**src/rtl/ika9958_syncrx.sv**
```systemverilog
// ika9958_syncrx: composite sync receiver with line flywheel; IKA9958_SYNCRX_STATUS_EN adds status outputs
module ika9958_syncrx #(
  parameter int LINE_LEN  = 341,
  parameter int TOL       = 2,
  parameter int FILT_LEN  = 4,
  parameter int LOCK_CNT  = 4,
  parameter int MISS_MAX  = 8,
  parameter int BROAD_MIN = 80
) (
  input  logic       i_phiA,
  input  logic       i_RST,
  input  logic       i_phiL_NCEN,
  input  logic       i_EXTSYNC_EN,
  input  logic       i_CSYNC_n,
  output logic       o_HRST_n,
  output logic       o_VRST_n,
  output logic       o_LOCK
`ifdef IKA9958_SYNCRX_STATUS_EN
  ,
  output logic [9:0] o_LINE_PERIOD,
  output logic [3:0] o_MISS_CNT
`endif
);
  localparam int FW = $clog2(FILT_LEN + 1);
  typedef enum logic [1:0] {UNLOCKED, ACQUIRE, LOCKED} state_t;
  state_t state;
  logic sync1, sync2, pend, accept, rise, in_win, fly, broad_hit;
  logic [FW-1:0] filt;
  logic [7:0] wid;
  logic [1:0] broad, broad_inc;
  logic [9:0] per, p;
  logic [2:0] good;
  logic [3:0] miss;
  always_comb begin
    accept = !sync2 && (filt == FW'(FILT_LEN - 1));
    rise = sync2 && (wid != 8'd0);
    p = &per ? per : per + 10'd1;
    in_win = (p >= 10'(LINE_LEN - TOL)) && (p <= 10'(LINE_LEN + TOL));
    fly = p == 10'(LINE_LEN + TOL + 1);
    broad_inc = &broad ? broad : broad + 2'd1;
    broad_hit = (wid >= 8'(BROAD_MIN)) && (&broad_inc) && (state == LOCKED) && i_EXTSYNC_EN;
  end
  assign o_LOCK = state == LOCKED;
  always_ff @(posedge i_phiA)
    if (i_RST) begin
      state <= UNLOCKED;
      {sync1, sync2, o_HRST_n, o_VRST_n} <= '1;
      filt <= '0;
      wid <= '0;
      pend <= 1'b0;
      broad <= '0;
      per <= '0;
      good <= '0;
      miss <= '0;
    end else if (i_phiL_NCEN) begin
      sync1 <= i_CSYNC_n;
      sync2 <= sync1;
      filt <= sync2 ? '0 : (filt == FW'(FILT_LEN)) ? filt : filt + FW'(1);
      wid <= sync2 ? '0 : &wid ? wid : wid + 8'd1;
      pend <= accept | (pend & ~rise);
      broad <= !(rise && pend) ? broad : ((wid < 8'(BROAD_MIN)) || broad_hit) ? 2'd0 : broad_inc;
      o_VRST_n <= !(rise && pend && broad_hit);
      o_HRST_n <= 1'b1;
      per <= accept ? '0 : p;
      if (!i_EXTSYNC_EN) begin
        state <= UNLOCKED;
        good <= '0;
        miss <= '0;
      end else case (state)
        UNLOCKED:
          if (accept) begin
            state <= ACQUIRE;
            good <= '0;
          end
        ACQUIRE:
          if (accept) begin
            good <= in_win ? good + 3'd1 : '0;
            if (in_win && (good == 3'(LOCK_CNT - 1))) begin
              state <= LOCKED;
              miss <= '0;
            end
          end else if (&p) state <= UNLOCKED;
        LOCKED:
          if (accept && in_win) begin
            o_HRST_n <= 1'b0;
            miss <= '0;
          end else begin
            per <= fly ? 10'(TOL + 1) : p;
            o_HRST_n <= !fly;
            if (fly) miss <= miss + 4'd1;
            if (fly && (miss == 4'(MISS_MAX - 1))) state <= UNLOCKED;
          end
        default: state <= UNLOCKED;
      endcase
    end
`ifdef IKA9958_SYNCRX_STATUS_EN
  always_ff @(posedge i_phiA)
    if (i_RST) o_LINE_PERIOD <= '0;
    else if (i_phiL_NCEN && accept) o_LINE_PERIOD <= p;
  assign o_MISS_CNT = miss;
`endif
endmodule
```
**config.mk**
```make
export PLATFORM = sky130hd
export DESIGN_NAME = ika9958_syncrx
export DESIGN_NICKNAME = d
export VERILOG_FILES = /design/src/rtl/ika9958_syncrx.sv
export SDC_FILE = /design/constraint.sdc
export NUM_CORES = 1
export LEC_CHECK = 0
export BUFFER_PORTS_ARGS = -buffer_cell sky130_fd_sc_hd__buf_2
export CORE_MARGIN = 4
export CORE_UTILIZATION = 45
export DETAILED_ROUTE_END_ITERATION = 10
export PLACE_DENSITY = 0.67
export SKIP_CTS_REPAIR_TIMING = 1
export SLEW_MARGIN = 0
export SYNTH_ARGS = -nofsm -noshare
export SYNTH_HDL_FRONTEND = slang
export SYNTH_SLANG_ARGS = --single-unit
export TNS_END_PERCENT = 20
```
**constraint.sdc**
```tcl
create_clock -name i_phiA -period 2.8 [get_ports i_phiA]
set_clock_uncertainty 0.2 [all_clocks]
set_input_delay 0.14 -clock i_phiA [delete_from_list [all_inputs] [get_ports i_phiA]]
set_output_delay 0.14 -clock i_phiA [all_outputs]
set_load 0.05 [all_outputs]
```
==> flow_metrics.env <==
export IMPL_status="finished, final reports clean"
export IMPL_critPathBufInv=0
export IMPL_hold_path_class="in -> reg"
export IMPL_path_max_fanout=6
export IMPL_clk_pin_slew_ps=80
export IMPL_vias=2012
export IMPL_wl_met1_mm=2.39
export IMPL_worstSetupStartpointType="flip-flop"
export IMPL_peakVddDrop_mv=0.254
export IMPL_gp_congestion=0.882
export IMPL_synthCells=278
export IMPL_grt_pass1_vias=1855
export IMPL_via_per_inst=5.62
export IMPL_crit_chain="ha_1, and4_1, a21oi_2, or4b_4, nand2b_1, o41a_1, nor3b_1, nor3_1"
export IMPL_cellLeakagePower_nw=0.920
export IMPL_wl_met3_um=169
export IMPL_track_usage=0.166
export IMPL_numClockSinks=37
export IMPL_top_layer="met4"
export IMPL_insertedDiodeCount=0
export IMPL_setup_viol=0
export IMPL_antenna_found_initial=0
export IMPL_synthAdderAreaFrac=0.0504
export IMPL_clock_latency_ps=280
export IMPL_layoutNonFillerInstCount=358
export IMPL_synth_top_family_by_area="simple AND/OR/NAND/NOR gates"
export IMPL_cp_top_family="simple AND/OR/NAND/NOR gates"
export IMPL_drive_above_1_share=0.134
export IMPL_r2r_slack_ps=170
export IMPL_htreeDepth=2
export IMPL_layout_min_cycle_time_ps=2630
export IMPL_dieHeight_um=78.5
export IMPL_ys_seq_area_frac=0.331
export IMPL_synth_xor_area_frac=0.0274
export IMPL_drv_slew=0
export IMPL_nets=305
export IMPL_numCtsBuffers=5
export IMPL_drt_first_pass_iters=4
export IMPL_synth_top_area_share=0.331
export IMPL_hold_violations=0
export IMPL_wirelength_mm=4.81
export IMPL_portBuffers=7
export IMPL_synth_avg_cell_area_sq_um=8.04
export IMPL_synth_most_common_cell="dfxtp_1"
export IMPL_dieArea_sq_mm=0.00616
export IMPL_synth_compound_area_share=0.197
export IMPL_path_class="reg -> reg"
export IMPL_ios=8
export IMPL_synth_common_cells="dfxtp_1, nand2_1, nor2_1, a21oi_1, nand4_1"
export IMPL_synth_edf_count=0
export IMPL_hold_ws_ps=71.4
export IMPL_yosys_area_top_type="dfxtp_1"
export IMPL_first_iter_violations=183
export IMPL_fill_cells=470
export IMPL_ys_top_cells_by_area="dfxtp_1, ha_1, a21oi_1"
export IMPL_cts_tree="yes"
export IMPL_grt_overflow=0
export IMPL_wl_per_cell_um=13.4
export IMPL_muxShareOfSynthArea=0.0454
export IMPL_syn2layout_area_growth_pct=10.8
export IMPL_setup_tns_ps=0
export IMPL_period_share=0.940
export IMPL_rsz0062_at_grt="no"
export IMPL_required_ps=2760
export IMPL_ys_types=50
export IMPL_relSlewSlack=0.569
export IMPL_multi_input_comb_area_sq_mm=0.00135
export IMPL_timing_fmax_mhz=380
export IMPL_drc_errors=0
export IMPL_powerDensity_mw_per_mm2=406
export IMPL_synth_seq_cells=37
export IMPL_yosysWarnings=0
export IMPL_synth_simple_area_share=0.282
export IMPL_post_place_cells=350
export IMPL_clock_root_buffer="clkbuf_8"
export IMPL_num_rows=25
export IMPL_slowest_stage="or4b_4"
export IMPL_initial_core_util=0.470
export IMPL_dpl_hpwl_mm=3.45
export IMPL_endpoint_kind="flip-flop"
export IMPL_die_w_um=78.5
export IMPL_ant_nets=0
export IMPL_grt_pass1_wl_mm=8.47
export IMPL_async_reset_ff_frac=0
export IMPL_tightest_slew_ps=640
export IMPL_core_sq_mm=0.00475
export IMPL_utilization=0.521
export IMPL_max_cap_viol_count=0
export IMPL_slowest_delay_ps=490
export IMPL_critical_path_arrival_ps=2590
export IMPL_synthFlopType="dfxtp_1"
export IMPL_synth_fp_nets=292
export IMPL_netlist_area_sq_mm=0.00223
export IMPL_grt_start_max_net_pins=24
export IMPL_wl_met2_mm=2.21
export IMPL_clk_path_buf_depth=2
export IMPL_ff_latch_area_sq_um=743
## through the flow
| stage | power [W] | cell area [sq um] | setup slack [ps] |
|---|---|---|---|
| 2_1_floorplan | 0.000612 | 2230 | 119 |
| 3_3_place_gp | 0.000638 | 2370 | 162 |
| 3_5_place_dp | 0.000639 | 2370 | 125 |
| 4_1_cts | 0.00101 | 2450 | 105 |
| 5_1_grt | 0.00105 | 2480 | 20.0 |
| 6_report | 0.00100 | 2480 | 169 |
## path summary, 6_finish.rpt
kind	from	endpoint	depth (start not counted)
setup / recovery	per[0]	state[0]	8
hold / removal	i_RST	wid[0]	2
setup reg to reg	per[0]	state[0]	8
hold reg to reg	good[2]	good[2]	2
## flip-flops by register name, summed over array words and instances, names as in the netlist
signal and flops:
wid 8, o_HRST_n 1, o_VRST_n 1, pend 1, per 10, miss 4, sync2 1, filt 3
good 3, broad 2, state 2, sync1 1
## placed cells by master (no fill, tap or decap), types with 3 or more instances in the layout
cell and n:
dfxtp_1 35, nand2_1 26, nor2_1 25, a21oi_1 20, nand4_1 15, buf_4 15
inv_1 14, nand3_1 14, mux2i_1 9, ha_1 9, and3_1 7, o21ai_0 7
buf_2 7, nor3_1 6, a31oi_1 6, clkbuf_8 6, nor2b_1 5, and2_1 5
nor4_1 4, a211oi_1 4, o21ai_1 4, xor2_1 4, a22oi_1 4, xnor2_1 3
nor3b_1 3, a311oi_1 3, o211ai_1 3, nand2b_1 3
## cell families after synthesis
| kind of cell | count (synthesis) |
|---|---|
| AO/OA/AOI/OAI | 65 |
| AND/OR/NAND/NOR | 119 |
| buffers and inverters | 31 |
| multiplexers | 10 |
| XOR/XNOR | 7 |
| adder cells (fa/ha/maj) | 9 |
| flip-flops | 37 |
## routing by layer
metal	vias to the layer above	track usage
li1	1041	-
met1	933	0.232
met2	34	0.254
met3	4	0.0344
met4	0	0.0577
met5	-	0
## worst reg2reg max path, delay by kind of cell, from the launching register on
family	cells	cell delay, ps
adders and majority gates	1	160
and+or+nand+nor	5	1220
AOI/OAI and AO/OA	2	550
DFF	1	370
## area by class of cell
cell class	count	area share
multi-input combinational	210	0.546
tap	67	0.0339
sequential	37	0.300
timing repair buffer	23	0.0637
clock buffer	7	0.0349
inverter	14	0.0212
## report_power, final
group / internal (W) / switching, W / total [W] / leakage, nW
Clock: 0.000195 / 0.000180 / 0.000375 / 0.0443
Sequential: 0.000534 / 0.00000923 / 0.000543 / 0.300
Combinational: 0.0000308 / 0.0000553 / 0.0000862 / 0.576
Note: power is estimated with default switching activity, not from simulation.
